**src/rtl/cache_pkg.sv**
```systemverilog
// Shared definitions for the set-associative read cache: controller states and
// helpers that locate the tag/index/offset fields inside a byte address.
package cache_pkg;

  typedef enum logic [1:0] {
    IDLE      = 2'd0,
    REFILL    = 2'd1,
    FILL_DONE = 2'd2
  } cache_state_e;

  localparam int unsigned BYTE_SEL_BITS = 2;

  function automatic int unsigned tag_size(input int unsigned line_size,
                                           input int unsigned index_depth,
                                           input int unsigned offset_size);
    return line_size - index_depth - offset_size - BYTE_SEL_BITS;
  endfunction

  function automatic int unsigned index_lsb(input int unsigned offset_size);
    return offset_size + BYTE_SEL_BITS;
  endfunction

  function automatic int unsigned tag_lsb(input int unsigned index_depth,
                                          input int unsigned offset_size);
    return index_depth + offset_size + BYTE_SEL_BITS;
  endfunction

endpackage

```
**src/rtl/way_compare.sv**
```systemverilog
// Parallel tag/valid compare across all ways of one set; reports the lowest
// matching way.
module way_compare
  import cache_pkg::*;
#(
  parameter int unsigned WAYS_LOG2 = 1,
  parameter int unsigned TAG_SIZE  = 24
) (
  input  logic [(1<<WAYS_LOG2)-1:0][TAG_SIZE-1:0] set_tags,
  input  logic [(1<<WAYS_LOG2)-1:0]               set_valid,
  input  logic [TAG_SIZE-1:0]                     req_tag,
  output logic                                    hit,
  output logic [WAYS_LOG2-1:0]                    hit_way
);

  localparam int unsigned WAYS = 1 << WAYS_LOG2;

  // Descending scan so the last assignment wins for the lowest way index.
  always_comb begin
    hit     = 1'b0;
    hit_way = '0;
    for (int unsigned w = WAYS; w > 0; w--) begin
      if (set_valid[w-1] && (set_tags[w-1] == req_tag)) begin
        hit     = 1'b1;
        hit_way = WAYS_LOG2'(w - 1);
      end
    end
  end

endmodule

```
**src/rtl/assoc_read_cache.sv**
```systemverilog
// Set-associative read-only cache: combinational hit path, word-by-word line
// refill from next-level memory, round-robin replacement and deferred flush.
module assoc_read_cache
  import cache_pkg::*;
#(
  parameter int unsigned LINE_SIZE   = 32,
  parameter int unsigned WAYS_LOG2   = 1,
  parameter int unsigned INDEX_DEPTH = 4,
  parameter int unsigned OFFSET_SIZE = 2
) (
  input  logic                 clk,
  input  logic                 reset,
  input  logic                 req_valid,
  input  logic [LINE_SIZE-1:0] address,
  input  logic                 flush,
  output logic [LINE_SIZE-1:0] data,
  output logic                 busywait,
  output logic                 mem_read,
  output logic [LINE_SIZE-1:0] mem_address,
  input  logic [LINE_SIZE-1:0] mem_readdata,
  input  logic                 mem_busywait
);

  localparam int unsigned TAG_SIZE = tag_size(LINE_SIZE, INDEX_DEPTH, OFFSET_SIZE);
  localparam int unsigned WAYS     = 1 << WAYS_LOG2;
  localparam int unsigned SETS     = 1 << INDEX_DEPTH;
  localparam int unsigned WORDS    = 1 << OFFSET_SIZE;
  localparam int unsigned IDX_LSB  = index_lsb(OFFSET_SIZE);
  localparam int unsigned TAG_LSB  = tag_lsb(INDEX_DEPTH, OFFSET_SIZE);

  cache_state_e             state;
  logic [OFFSET_SIZE-1:0]   word_cnt;
  logic [WAYS-1:0]          valid  [SETS];
  logic [WAYS_LOG2-1:0]     rr_ptr [SETS];
  logic                     flush_pending;
  logic [WAYS_LOG2-1:0]     victim;
  logic [WAYS_LOG2-1:0]     victim_sel;
  logic [TAG_SIZE-1:0]      miss_tag;
  logic [INDEX_DEPTH-1:0]   miss_index;

  logic [WAYS-1:0][TAG_SIZE-1:0]    tag_mem  [SETS];
  logic [WORDS-1:0][LINE_SIZE-1:0]  data_mem [SETS][WAYS];

  logic [TAG_SIZE-1:0]    req_tag;
  logic [INDEX_DEPTH-1:0] req_index;
  logic [OFFSET_SIZE-1:0] req_off;
  logic                   byte_sel_unused;
  logic                   hit;
  logic [WAYS_LOG2-1:0]   hit_way;

  assign req_tag         = address[TAG_LSB +: TAG_SIZE];
  assign req_index       = address[IDX_LSB +: INDEX_DEPTH];
  assign req_off         = address[BYTE_SEL_BITS +: OFFSET_SIZE];
  assign byte_sel_unused = ^address[BYTE_SEL_BITS-1:0];

  way_compare #(
    .WAYS_LOG2 (WAYS_LOG2),
    .TAG_SIZE  (TAG_SIZE)
  ) u_way_compare (
    .set_tags  (tag_mem[req_index]),
    .set_valid (valid[req_index]),
    .req_tag   (req_tag),
    .hit       (hit),
    .hit_way   (hit_way)
  );

  // Victim: lowest invalid way, else the set's round-robin pointer.
  always_comb begin
    victim_sel = rr_ptr[req_index];
    for (int unsigned w = WAYS; w > 0; w--) begin
      if (!valid[req_index][w-1]) victim_sel = WAYS_LOG2'(w - 1);
    end
  end

  always_comb begin
    data        = (req_valid && hit) ? data_mem[req_index][hit_way][req_off] : '0;
    busywait    = (state != IDLE) || (req_valid && !hit);
    mem_read    = (state == REFILL);
    mem_address = (state == REFILL) ?
                  {miss_tag, miss_index, word_cnt, {BYTE_SEL_BITS{1'b0}}} : '0;
  end

  always_ff @(posedge clk or negedge reset) begin
    if (!reset) begin
      state         <= IDLE;
      word_cnt      <= '0;
      flush_pending <= 1'b0;
      victim        <= '0;
      miss_tag      <= '0;
      miss_index    <= '0;
      for (int unsigned s = 0; s < SETS; s++) begin
        valid[s]  <= '0;
        rr_ptr[s] <= '0;
      end
    end else begin
      case (state)
        IDLE: begin
          // A flush held over from a refill lands here, after the held request is served.
          if (flush || flush_pending) begin
            flush_pending <= 1'b0;
            for (int unsigned s = 0; s < SETS; s++) valid[s] <= '0;
          end
          if (req_valid && !hit) begin
            state      <= REFILL;
            victim     <= victim_sel;
            miss_tag   <= req_tag;
            miss_index <= req_index;
            word_cnt   <= '0;
          end
        end
        REFILL: begin
          if (flush) flush_pending <= 1'b1;
          if (!mem_busywait) begin
            word_cnt <= word_cnt + 1'b1;
            if (word_cnt == '1) begin
              valid[miss_index][victim] <= 1'b1;
              rr_ptr[miss_index]        <= rr_ptr[miss_index] + 1'b1;
              state                     <= FILL_DONE;
            end
          end
        end
        FILL_DONE: begin
          if (flush) flush_pending <= 1'b1;
          state <= IDLE;
        end
        default: state <= IDLE;
      endcase
    end
  end

  always_ff @(posedge clk) begin
    if (state == REFILL && !mem_busywait) begin
      data_mem[miss_index][victim][word_cnt] <= mem_readdata;
      if (word_cnt == '1) tag_mem[miss_index][victim] <= miss_tag;
    end
  end

endmodule

```
**config.mk**
```make
export PLATFORM = sky130hd
export DESIGN_NAME = assoc_read_cache
export DESIGN_NICKNAME = d
export VERILOG_FILES = /design/src/rtl/cache_pkg.sv /design/src/rtl/way_compare.sv /design/src/rtl/assoc_read_cache.sv
export SDC_FILE = /design/constraint.sdc
export NUM_CORES = 2
export LEC_CHECK = 0
export CORE_ASPECT_RATIO = 0.7
export CORE_UTILIZATION = 43
export CTS_BUF_LIST = sky130_fd_sc_hd__clkbuf_4
export CTS_CLUSTER_DIAMETER = 100
export DETAILED_ROUTE_END_ITERATION = 12
export GPL_ROUTABILITY_DRIVEN = 0
export PLACE_DENSITY_LB_ADDON = 0.1
export SLEW_MARGIN = 25
export SYNTH_ARGS = -nofsm -noshare
export SYNTH_HDL_FRONTEND = slang
export SYNTH_MEMORY_MAX_BITS = 65536
export SYNTH_SLANG_ARGS = --single-unit
```
**constraint.sdc**
```tcl
create_clock -name clk -period 6.05 [get_ports clk]
set_input_delay 1.21 -clock clk [delete_from_list [all_inputs] [get_ports clk]]
set_output_delay 1.21 -clock clk [all_outputs]
set_load 0.05 [all_outputs]
```
==> results.cfg <==
[run_status]
outcome = finished, violations left
violations = setup timing

[grt]
grt_pass1_wl_mm = 817
grt_util_all_layers = 0.268
grt_max_degree = 125
antenna_found_initial = 58
grt_overflow = 0
grt_pass1_vias = 101000

[timing]
setup_viol = 33
post-route-min-period_ps = 7250
slew_viol_final = 0
setup_slack_ps = -1200
slew_headroom = 0.243
tightest_slew_ps = 1130
setup_tns_ps = -35070
period_share = 1.20
clock_skew_ps = 151
grt_setup_unrepaired = yes
hold_viol_final = 0
hold_ws_ps = 244
fmax_mhz = 138

[drt]
drt-pass1-iter-count = 5
wire_per_inst_um = 35.9
first_iter_violations = 14800
ant_nets = 0
drc = 0
drt_wl_total_mm = 597
vias_per_cell = 6.07
num_vias = 101000

[synth]
yosysWarnings = 0
ys_types = 79
postSynthCellCount = 8265
synth_area_um2 = 191000
synth_flop_cell = edfxtp_1
syn_avg_cell_area_um2 = 23.1
synth_edf_count = 4864
synth_seq_area_share = 0.775
ys_ff_latch = 4946
async_flop_share = 0.0166

[placement]
io_buffers = 130
preCtsSetupSlack_ps = -1190
numPlacedInstances = 14500
dpl.hpwl_mm = 348

[setup_path]
path_max_fanout = 8
required_ps = 4840
crit_type = flop to output port
arrival_ps = 6040
cp-end-kind = output port
startpoint_type = flop

[cells_and_area]
final_nets = 10100
num-fill-cells = 35600
area_delta_synth_final_pct = 16.1
layout-drive-gt1-share = 0.414
final-instance-count-excl-fill = 16600

[floorplanning]
start_util = 0.432
die_w_um = 799
top_level_ports = 135
num_rows = 204
die_area_um2 = 447000
die_y_um = 560
core_um2 = 442000

[power]
ir_drop_mv = 0.186
powerDensity_nw_per_um2 = 331
leakage_uw = 0.0717

[clocking]
tritoncts = built
cts.sinks = 4946
clockRootBuffer = clkbuf_4
clk_path_buf_depth = 5
clk_latency_ps = 1830
cts_max_level = 7
numCtsBuffers = 1274
cts.clk_slew.worst_paths_ps = 70

[run]
drv_cap = 0

[hold_path]
min_path_type = primary input to asynchronous set/reset pin
==> cell type report <==
type / instances / area, µm² / area share
inverter: 24 / 113 / 0.000508
multi-input combinational: 2832 / 42700 / 0.192
timing repair buffer: 917 / 9080 / 0.0409
sequential: 4946 / 148000 / 0.668
clock inverter: 223 / 1030 / 0.00463
clock buffer: 1778 / 13300 / 0.0602
antenna: 37 / 92.6 / 0.000417
tap: 5871 / 7350 / 0.0331
==> path summary, 6_finish.rpt <==
| kind | slack, ps | endpoint | from | cells past startpoint |
|---|---|---|---|---|
| setup / recovery | -1200 | data[12] | tag_mem[11][21] | 13 |
| hold / removal | 240 | valid[11] | reset | 3 |
| setup reg to reg | 1800 | data_mem[10][159] | state[1] | 8 |
| hold reg to reg | 500 | valid[28] | valid[28] | 2 |
| max in group asynchronous | 4550 | miss_tag[0] | reset | 3 |
| min in group clk | 270 | miss_index[3] | address[7] | 3 |
==> metal layers <==
layer,global-route usage,wire length [µm],share of wire
met3,0.0674,63000,0.11
met2,0.372,257000,0.43
met4,0.0776,12400,0.021
met1,0.420,264000,0.44
met5,0,60,0.00010
==> flip-flops by register name, indices dropped and copies added (netlist names) <==
signal	cells
data_mem	4096
flush_pending	1
miss_index	4
miss_tag	24
rr_ptr	16
state	2
tag_mem	768
valid	32
victim	1
word_cnt	2
==> what timing repair did <==
item | in CTS | in global routing
gates resized for setup | 102 | 40
endpoints found under the hold margin | 1935 | 0
buffers inserted | 5 | 6
cloned | 5 | 0
pin swaps | 50 | 34
setup endpoints to repair | 33 | 33
hold buffers | 34 | 0
==> power by group <==
part	switching [µW]	internal [µW]	total [µW]	leakage [µW]
logic	4790	2250	7040	0.0182
registers	555	38900	39400	0.0448
clock network	13300	13600	26900	0.00869
==> cell families (layout without fill, tap and decap cells) <==
family                   after synthesis  count (layout)  share of synthesized area
AND/OR/NAND/NOR                      796             796                     0.0184
other                                  1              39                  0.0000196
buffers and inverters                488            2942                     0.0115
adder cells (fa/ha/maj)                6               6                   0.000393
multiplexers                        1699            1699                      0.183
XOR/XNOR                              43              43                    0.00197
AO/OA/AOI/OAI                        286             286                     0.0101
flip-flops                          4946            4946                      0.775
==> cell usage in the layout, fill, tap and decap left out, types with 28 or more instances in the layout <==
master and count:
a21oi_1 28, a31oi_1 82, and2_1 42, and3_1 55, buf_12 134, buf_4 650, clkbuf_4 1778, clkdlybuf4s50_1 58
clkinv_1 180, dfrtp_1 74, diode_2 37, dlygate4sd3_1 34, edfxtp_1 4864, mux2_2 71, mux2i_1 205, mux4_2 1421
nand2_1 328, nand3_1 31, nor2_1 64, nor2_4 145, xnor2_1 30
==> per-stage QoR <==
stage               area (µm²)  utilization  power (µW)
floorplan               191000            -       43200
global placement        206000        0.467       46900
detailed placement      206000        0.467       47100
CTS                     222000        0.501       74100
global route            222000        0.502       76100
finish                  222000        0.502       73400
==> worst max-delay path: stages, from the launching register on <==
cell and delay (ps):
edfxtp_1 380, mux4_2 580, a32oi_2 270, nand4_1 260, nor4_4 260, o22ai_4 150, or3b_4 430, o311a_4 520
buf_6 200, buf_16 160, mux4_2 540, nand2_2 110, a32o_2 300, buf_12 170
==> synthesized netlist by cell type, types with 60 or more instances <==
cell type	n	area [µm²]
a31oi_1	85	532
nor2_1	210	788
edfxtp_1	4864	146000
dfrtp_1	82	2050
buf_2	113	566
buf_1	60	225
clkbuf_1	250	938
mux2_2	72	811
mux2i_1	206	2060
and3_1	60	375
nand2_1	366	1370
mux4_2	1421	32000
Power figures use the tool's default switching activity.
